File: src/rtl/cpu_pkg.sv
// ============================================================================
// Module   : cpu_pkg
// Brief    : Shared opcode, ALU-select, FSM and instruction-field definitions.
// Revision : 1.0
// ============================================================================
`default_nettype none

package cpu_pkg;

  localparam logic [1:0] OP_ADD  = 2'b00;
  localparam logic [1:0] OP_NAND = 2'b01;
  localparam logic [1:0] OP_LDI  = 2'b10;
  localparam logic [1:0] OP_OUT  = 2'b11;

  localparam logic SEL_ADD  = 1'b0;
  localparam logic SEL_NAND = 1'b1;

  localparam int         STATE_W = 2;
  localparam logic [1:0] ST_IDLE = 2'd0;
  localparam logic [1:0] ST_EXEC = 2'd1;
  localparam logic [1:0] ST_WB   = 2'd2;

  localparam int OPC_MSB = 7;
  localparam int OPC_LSB = 6;
  localparam int RD_MSB  = 5;
  localparam int RD_LSB  = 4;
  localparam int RS_MSB  = 1;
  localparam int RS_LSB  = 0;
  localparam int IMM_MSB = 3;
  localparam int IMM_LSB = 0;

  function automatic logic [1:0] instr_opcode(input logic [7:0] instr);
    return instr[OPC_MSB:OPC_LSB];
  endfunction

  function automatic logic [1:0] instr_rd(input logic [7:0] instr);
    return instr[RD_MSB:RD_LSB];
  endfunction

  // Source register lives in the low two bits; bits [3:2] are don't-care.
  function automatic logic [1:0] instr_rs(input logic [7:0] instr);
    return instr[RS_MSB:RS_LSB];
  endfunction

  function automatic logic [3:0] instr_imm(input logic [7:0] instr);
    return instr[IMM_MSB:IMM_LSB];
  endfunction

endpackage

`default_nettype wire

File: src/rtl/alu_ctrl_if.sv
// ============================================================================
// Module   : alu_ctrl_if
// Brief    : Instruction handshake, ALU operand/result and OUT port bundle.
// Revision : 1.0
// ============================================================================
`default_nettype none

interface alu_ctrl_if #(
  parameter int DW = 4
) ();

  logic [7:0]    INSTR;
  logic          instr_valid;
  logic          instr_ready;
  logic [DW-1:0] ALU_A;
  logic [DW-1:0] ALU_B;
  logic          ALU_SEL;
  logic [DW-1:0] ALU_RES;
  logic [DW-1:0] OUT_DATA;
  logic          out_valid;
  logic          Z;

  // master: instruction source plus the external ALU; slave: alu_ctrl.
  modport master (
    output INSTR, instr_valid, ALU_RES,
    input  instr_ready, ALU_A, ALU_B, ALU_SEL, OUT_DATA, out_valid, Z
  );

  modport slave (
    input  INSTR, instr_valid, ALU_RES,
    output instr_ready, ALU_A, ALU_B, ALU_SEL, OUT_DATA, out_valid, Z
  );

endinterface

`default_nettype wire

File: src/rtl/regfile_4x4.sv
// ============================================================================
// Module   : regfile_4x4
// Brief    : Register file, two combinational reads and one synchronous write.
// Revision : 1.0
// ============================================================================
`default_nettype none

module regfile_4x4 #(
  parameter  int DW   = 4,
  parameter  int NREG = 4,
  localparam int AW   = $clog2(NREG)
) (
  input  wire logic          clk,
  input  wire logic          rst_n,
  input  wire logic [AW-1:0] ra_addr,
  output logic      [DW-1:0] ra_data,
  input  wire logic [AW-1:0] rb_addr,
  output logic      [DW-1:0] rb_data,
  input  wire logic          we,
  input  wire logic [AW-1:0] wa,
  input  wire logic [DW-1:0] wd
);

  logic [DW-1:0] r_mem [NREG];

  always_ff @(posedge clk) begin
    if (!rst_n) begin
      for (int i = 0; i < NREG; i++) begin
        r_mem[i] <= '0;
      end
    end else if (we) begin
      r_mem[wa] <= wd;
    end
  end

  assign ra_data = r_mem[ra_addr];
  assign rb_data = r_mem[rb_addr];

endmodule

`default_nettype wire

File: src/rtl/alu_ctrl.sv
// ============================================================================
// Module   : alu_ctrl
// Brief    : Multi-cycle controller driving an external 4-bit add/NAND ALU.
// Revision : 1.0
// ============================================================================
`default_nettype none

module alu_ctrl
  import cpu_pkg::*;
#(
  parameter int DW   = 4,
  parameter int NREG = 4
) (
  input wire logic clk,
  input wire logic rst_n,
  alu_ctrl_if.slave bus
);

  localparam int AW = $clog2(NREG);

  logic [STATE_W-1:0] r_state;
  logic [STATE_W-1:0] w_next_state;

  logic          r_ready;
  logic          w_accept;
  logic          w_is_alu_op;
  logic          w_start_alu;
  logic          w_do_ldi;
  logic          w_do_out;
  logic          w_do_wb;

  logic [1:0]    w_opc;
  logic [AW-1:0] w_rd;
  logic [AW-1:0] w_rs;
  logic [DW-1:0] w_imm;
  logic [DW-1:0] w_rd_data;
  logic [DW-1:0] w_rs_data;

  logic          w_we;
  logic [AW-1:0] w_wa;
  logic [DW-1:0] w_wd;

  logic [AW-1:0] r_wb_rd;
  logic [DW-1:0] r_alu_a;
  logic [DW-1:0] r_alu_b;
  logic          r_alu_sel;
  logic [DW-1:0] r_out_data;
  logic          r_out_valid;
  logic          r_z;

  assign w_opc       = instr_opcode(bus.INSTR);
  assign w_rd        = instr_rd(bus.INSTR);
  assign w_rs        = instr_rs(bus.INSTR);
  assign w_imm       = instr_imm(bus.INSTR);
  assign w_accept    = bus.instr_valid & r_ready;
  assign w_is_alu_op = (w_opc == OP_ADD) || (w_opc == OP_NAND);

  regfile_4x4 #(
    .DW   (DW),
    .NREG (NREG)
  ) u_regfile (
    .clk     (clk),
    .rst_n   (rst_n),
    .ra_addr (w_rd),
    .ra_data (w_rd_data),
    .rb_addr (w_rs),
    .rb_data (w_rs_data),
    .we      (w_we),
    .wa      (w_wa),
    .wd      (w_wd)
  );

  always_ff @(posedge clk) begin
    if (!rst_n) begin
      r_state <= ST_IDLE;
    end else begin
      r_state <= w_next_state;
    end
  end

  always_comb begin
    w_next_state = r_state;
    case (r_state)
      ST_IDLE: if (w_accept && w_is_alu_op) w_next_state = ST_EXEC;
      ST_EXEC: w_next_state = ST_WB;
      ST_WB:   w_next_state = ST_IDLE;
      default: w_next_state = ST_IDLE;
    endcase
  end

  always_comb begin
    w_start_alu = 1'b0;
    w_do_ldi    = 1'b0;
    w_do_out    = 1'b0;
    w_do_wb     = 1'b0;
    case (r_state)
      ST_IDLE: begin
        w_start_alu = w_accept && w_is_alu_op;
        w_do_ldi    = w_accept && (w_opc == OP_LDI);
        w_do_out    = w_accept && (w_opc == OP_OUT);
      end
      ST_WB:   w_do_wb = 1'b1;
      default: ;
    endcase
    // LDI and writeback never coincide: nothing is accepted outside IDLE.
    w_we = w_do_ldi | w_do_wb;
    w_wa = w_do_wb ? r_wb_rd     : w_rd;
    w_wd = w_do_wb ? bus.ALU_RES : w_imm;
  end

  always_ff @(posedge clk) begin
    if (!rst_n) begin
      r_ready     <= 1'b0;
      r_wb_rd     <= '0;
      r_alu_a     <= '0;
      r_alu_b     <= '0;
      r_alu_sel   <= SEL_ADD;
      r_out_data  <= '0;
      r_out_valid <= 1'b0;
      r_z         <= 1'b0;
    end else begin
      r_ready     <= (w_next_state == ST_IDLE);
      r_out_valid <= w_do_out;
      if (w_start_alu) begin
        r_alu_a   <= w_rd_data;
        r_alu_b   <= w_rs_data;
        r_alu_sel <= (w_opc == OP_NAND) ? SEL_NAND : SEL_ADD;
        r_wb_rd   <= w_rd;
      end
      if (w_do_out) begin
        r_out_data <= w_rd_data;
      end
      if (w_do_wb) begin
        r_z <= (bus.ALU_RES == '0);
      end
    end
  end

  assign bus.instr_ready = r_ready;
  assign bus.ALU_A       = r_alu_a;
  assign bus.ALU_B       = r_alu_b;
  assign bus.ALU_SEL     = r_alu_sel;
  assign bus.OUT_DATA    = r_out_data;
  assign bus.out_valid   = r_out_valid;
  assign bus.Z           = r_z;

endmodule

`default_nettype wire

File: src/flat_wrapper.sv
// flat-port wrapper written by rule: the top's interface ports become plain ports
module alu_ctrl_flat import cpu_pkg::*;
#(
  parameter int DW   = 4,
  parameter int NREG = 4
)
  (clk, rst_n, bus_INSTR, bus_instr_valid, bus_ALU_RES, bus_instr_ready, bus_ALU_A, bus_ALU_B, bus_ALU_SEL, bus_OUT_DATA, bus_out_valid, bus_Z);
  alu_ctrl_if #(.DW(DW)) bus_i ();
  input wire logic clk;
  input wire logic rst_n;
  input wire logic [$bits(bus_i.INSTR)-1:0] bus_INSTR;
  input wire logic [$bits(bus_i.instr_valid)-1:0] bus_instr_valid;
  input wire logic [$bits(bus_i.ALU_RES)-1:0] bus_ALU_RES;
  output wire logic [$bits(bus_i.instr_ready)-1:0] bus_instr_ready;
  output wire logic [$bits(bus_i.ALU_A)-1:0] bus_ALU_A;
  output wire logic [$bits(bus_i.ALU_B)-1:0] bus_ALU_B;
  output wire logic [$bits(bus_i.ALU_SEL)-1:0] bus_ALU_SEL;
  output wire logic [$bits(bus_i.OUT_DATA)-1:0] bus_OUT_DATA;
  output wire logic [$bits(bus_i.out_valid)-1:0] bus_out_valid;
  output wire logic [$bits(bus_i.Z)-1:0] bus_Z;
  assign bus_i.INSTR = bus_INSTR;
  assign bus_i.instr_valid = bus_instr_valid;
  assign bus_i.ALU_RES = bus_ALU_RES;
  assign bus_instr_ready = bus_i.instr_ready;
  assign bus_ALU_A = bus_i.ALU_A;
  assign bus_ALU_B = bus_i.ALU_B;
  assign bus_ALU_SEL = bus_i.ALU_SEL;
  assign bus_OUT_DATA = bus_i.OUT_DATA;
  assign bus_out_valid = bus_i.out_valid;
  assign bus_Z = bus_i.Z;
  alu_ctrl #(.DW(DW), .NREG(NREG)) u_core (.clk(clk), .rst_n(rst_n), .bus(bus_i));
endmodule
File: config.mk
export PLATFORM = sky130hd
export DESIGN_NAME = alu_ctrl_flat
export DESIGN_NICKNAME = d
export VERILOG_FILES = /design/src/rtl/cpu_pkg.sv /design/src/rtl/alu_ctrl_if.sv /design/src/rtl/regfile_4x4.sv /design/src/rtl/alu_ctrl.sv /design/src/flat_wrapper.sv
export SDC_FILE = /design/constraint.sdc
export NUM_CORES = 1
export LEC_CHECK = 0
export BUFFER_PORTS_ARGS = -buffer_cell sky130_fd_sc_hd__clkbuf_2
export CORE_MARGIN = 2
export CORE_UTILIZATION = 54
export DETAILED_ROUTE_END_ITERATION = 8
export PLACE_DENSITY = 0.78
export REMOVE_ABC_BUFFERS = 1
export SYNTH_ARGS = -nofsm -noshare
export SYNTH_HDL_FRONTEND = slang
export SYNTH_SLANG_ARGS = --single-unit
File: constraint.sdc
create_clock -name clk -period 1.8 [get_ports clk]
set_input_delay 0.27 -clock clk [delete_from_list [all_inputs] [get_ports clk]]
set_output_delay 0.27 -clock clk [all_outputs]
set_load 0.005 [all_outputs]
==> impl_results.md <==
* Run status: finished, final reports clean
* Element type at the critical path start: flop
* Fin Clk Skew at 0.00292 ns
* Number of clock buffers inserted by TritonCTS at 5
* Shortest clock period the worst path allows after layout at 1.67 ns
* Top FF cell, synth: sky130_fd_sc_hd__dfxtp_1
* Crit-path max cell delay at 0.41 ns
* Worst hold margin at 0.167 ns
* Initial Utilization at 57.7%
* Total die area at 3430 µm²
* DRC marker count from the first detailed-route iteration at 49
* Clk Latency, worst-skew pair at 0.34 ns
* Worst vdd ir at 0.748 mV
* Areal power density over the cells at 781 nW/µm²
* Relative slew slack at 63.0%
* Number of nets in the layout at 177
* Sequential cell area fraction in the yosys report at 54.9%
* Total internal power at 1.09 mW
* Vias in the first global route at 1213
* Worst r2r dst: u_core.u_regfile.r_mem[1][2]
* EDFF count, synth at 16
* Count of unique library cells instantiated by Yosys at 29
* Portion of total power attributed to combinational logic at 10.8%
* Number of max-cap violations at 0
* TritonCTS clock tree: done
* DRC at 0
* Total routing usage reported by global routing at 22.5%
* Total of warnings raised by yosys at 0
* Avg WL per Cell at 16.9 µm
* Cell area reported after detailed placement at 1820 µm²
* Fin crit share at 92.5%
* R2R depth at 4
* Drt total wl at 3280 µm
* Hold violation total from the final report at 0
* Total number of placement rows at 19
* Global-route wire length before repair at 5530 µm
* Asr flop ratio synth at 0%
* Average footprint of a synthesized cell at 12.8 µm²
* Data arrival time at the worst-slack endpoint at 1.74 ns
* H-tree level count at 2
* Worst Hold Class: in2reg
* P_leak at 0.713 nW
* Worst Hold Path Cells at 2
* Number of synthesized register bits at 36
* Final setup vio count at 0
* Root Driver: sky130_fd_sc_hd__clkbuf_4
* Horizontal die dimension at 58.5 µm
* Design Area, Final at 1870 µm²
* Classification of the worst setup path: reg2reg
* Post-CTS Setup Repair Bufs at 0
* CTS resizes at 0
* Unrepaired setup endpoints after global routing: no
* Area added between synthesis and finish at 16.5%
* Non-filler instance count after layout at 194
* Largest net degree at the start of global routing at 21
* Worst setup EP type: flop
* Cell area after synthesis at 1610 µm²
* Clock Pin Slew Worst Setup and Hold Paths at 0.10 ns
* Antenna viol nets, final at 0
* Die boundary height at 58.5 µm
* Overflow after GRT at 0
* Number of vias in the routed layout at 1200
* Power share of the sequential group at 61.3%
* Switching power at 366 µW
* Hold worst-path end: u_core.bus.ALU_SEL
* Hold Startpoint: bus_INSTR[6]
* Buffers on Ports at 30
* Clock power frac at 27.9%
* Routability cong. at 0.953
* Largest buffer count on any clock path at 2
* Fmax at 600 MHz
* Post-Place Cells at 186
* Startpoint of the worst register-to-register path: u_core.bus.instr_ready
* Count of final max-slew check failures at 0
* Switching Fraction at 25.0%
* Io pins at 31
* Iteration count of the initial detailed-routing pass at 4
* Antenna Diode Count at 0
* Floorplan Core Area at 2780 µm²
* Hold buffers post-CTS at 0
* Vias per std cell at 6.19
* Number of instances in the synthesized netlist at 125
* Number of antenna violations at the first check in global routing at 0
* Worst Tran Pin Value at 0.554 ns
* Setup slack of the worst register-to-register path at 0.13 ns
* Clock tree sinks at 36
* DP Wirelength at 2510 µm
* Chain of cells forming the critical path: nand4b_1 -> a21o_1 -> o21ai_0 -> buf_4
* Maximum fanout count along the critical path at 20
* Worst path slowest cell: sky130_fd_sc_hd__dfxtp_1
* Data required time of the critical path at 1.87 ns
* Ratio of cells with drive above 1 in the final layout at 34.4%
* Post-route setup TNS at 0 ns
==> Yosys cell counts (all sizes together), types with 2 or more instances <==
master	n	area, µm²
nor4	13	81.3
mux2i	4	40.0
clkbuf	6	22.5
o2bb2ai	4	35.0
inv	3	11.3
edfxtp	16	480
nand2	7	26.3
a22o	11	96.3
o21ai	4	20.0
mux4	8	180
nor4bb	2	20.0
nor3	6	30.0
a31oi	4	25.0
buf	4	27.5
dfxtp	20	400
==> registers in the layout, indices dropped and copies added, names as in the netlist <==
| signal | flops |
|---|---|
| u_core.u_regfile.r_mem | 16 |
| u_core.bus.ALU_A | 4 |
| u_core.bus.ALU_B | 4 |
| u_core.bus.OUT_DATA | 4 |
| u_core.r_state | 2 |
| u_core.r_wb_rd | 2 |
| u_core.bus.ALU_SEL | 1 |
| u_core.bus.Z | 1 |
| u_core.bus.instr_ready | 1 |
| u_core.bus.out_valid | 1 |
==> worst max-delay path: cells and delay by family, from the launching register on <==
family	cells	cell delay [ns]
AND/OR/NAND/NOR	1	0.14
buffers and inverters	1	0.17
flip-flops	1	0.41
AO/OA/AOI/OAI	2	0.67
==> stage by stage <==
step / worst slack, ns / total power, mW / util (%)
final: 0.135 / 1.46 / 67.3
after global routing: 0.0229 / 1.52 / 67.3
after CTS: 0.133 / 1.47 / 67.3
after detailed placement: 0.112 / 1.07 / 65.4
after global placement: 0.208 / 1.06 / 65.4
after floorplan: 0.194 / 0.992 / -
==> placed cells by master, fill, tap and decap left out, drive strengths merged, types with 6 or more instances in the layout <==
cell type / Yosys / routed
edfxtp: 16 / 16
mux4: 8 / 8
nor4: 13 / 13
buf: 4 / 10
clkbuf: 6 / 35
dfxtp: 20 / 20
nand2: 7 / 7
nor3: 6 / 6
a22o: 11 / 11
==> cell type report <==
class	count	area [µm²]
clock buffers	5	37.5
multi-input cells	75	659
repair buffers	40	225
clock inverters	3	13.8
fillers	211	911
well taps	31	38.8
inverters	4	15.0
flip-flops and latches	36	881
==> kinds of logic (layout without fill, tap and decap cells) <==
kind of cell    after synthesis  after routing  share of synthesized area [%]
compound gates               27             27                           12.7
buf+inv                      14             52                           4.05
flops                        36             36                           54.9
mux                          12             12                           13.7
simple gates                 36             36                           14.7
==> how the worst max path moves through the flow <==
stage                                      start  cells after the start                      endpoint
final                     u_core.bus.instr_ready                      4  u_core.u_regfile.r_mem[1][2]
after detailed placement            bus_INSTR[6]                      5  u_core.u_regfile.r_mem[1][3]
after CTS                 u_core.bus.instr_ready                      4  u_core.u_regfile.r_mem[1][0]
after floorplan                            rst_n                      3           u_core.bus.ALU_A[0]
after global routing           u_core.r_state[1]                      4  u_core.u_regfile.r_mem[2][3]
after global placement              bus_INSTR[6]                      5  u_core.u_regfile.r_mem[3][0]
==> routing by layer <==
metal / vias to the layer above / GRT usage [%] / routed length, µm
li1: 579 / - / -
met1: 560 / 24.9 / 1300
met2: 53 / 37.6 / 1650
met3: 8 / 7.47 / 245
met4: 0 / 13.6 / 92
met5: - / 0 / 0
==> power by group through the flow <==
stage / combinational (mW) / sequential, mW / clock (mW)
global route: 0.173 / 0.899 / 0.445
global placement: 0.152 / 0.912 / 0
detailed placement: 0.158 / 0.915 / 0
floorplan: 0.0829 / 0.909 / 0
finish: 0.158 / 0.896 / 0.407
CTS: 0.159 / 0.896 / 0.417
Note: power is estimated with default switching activity, not from simulation.
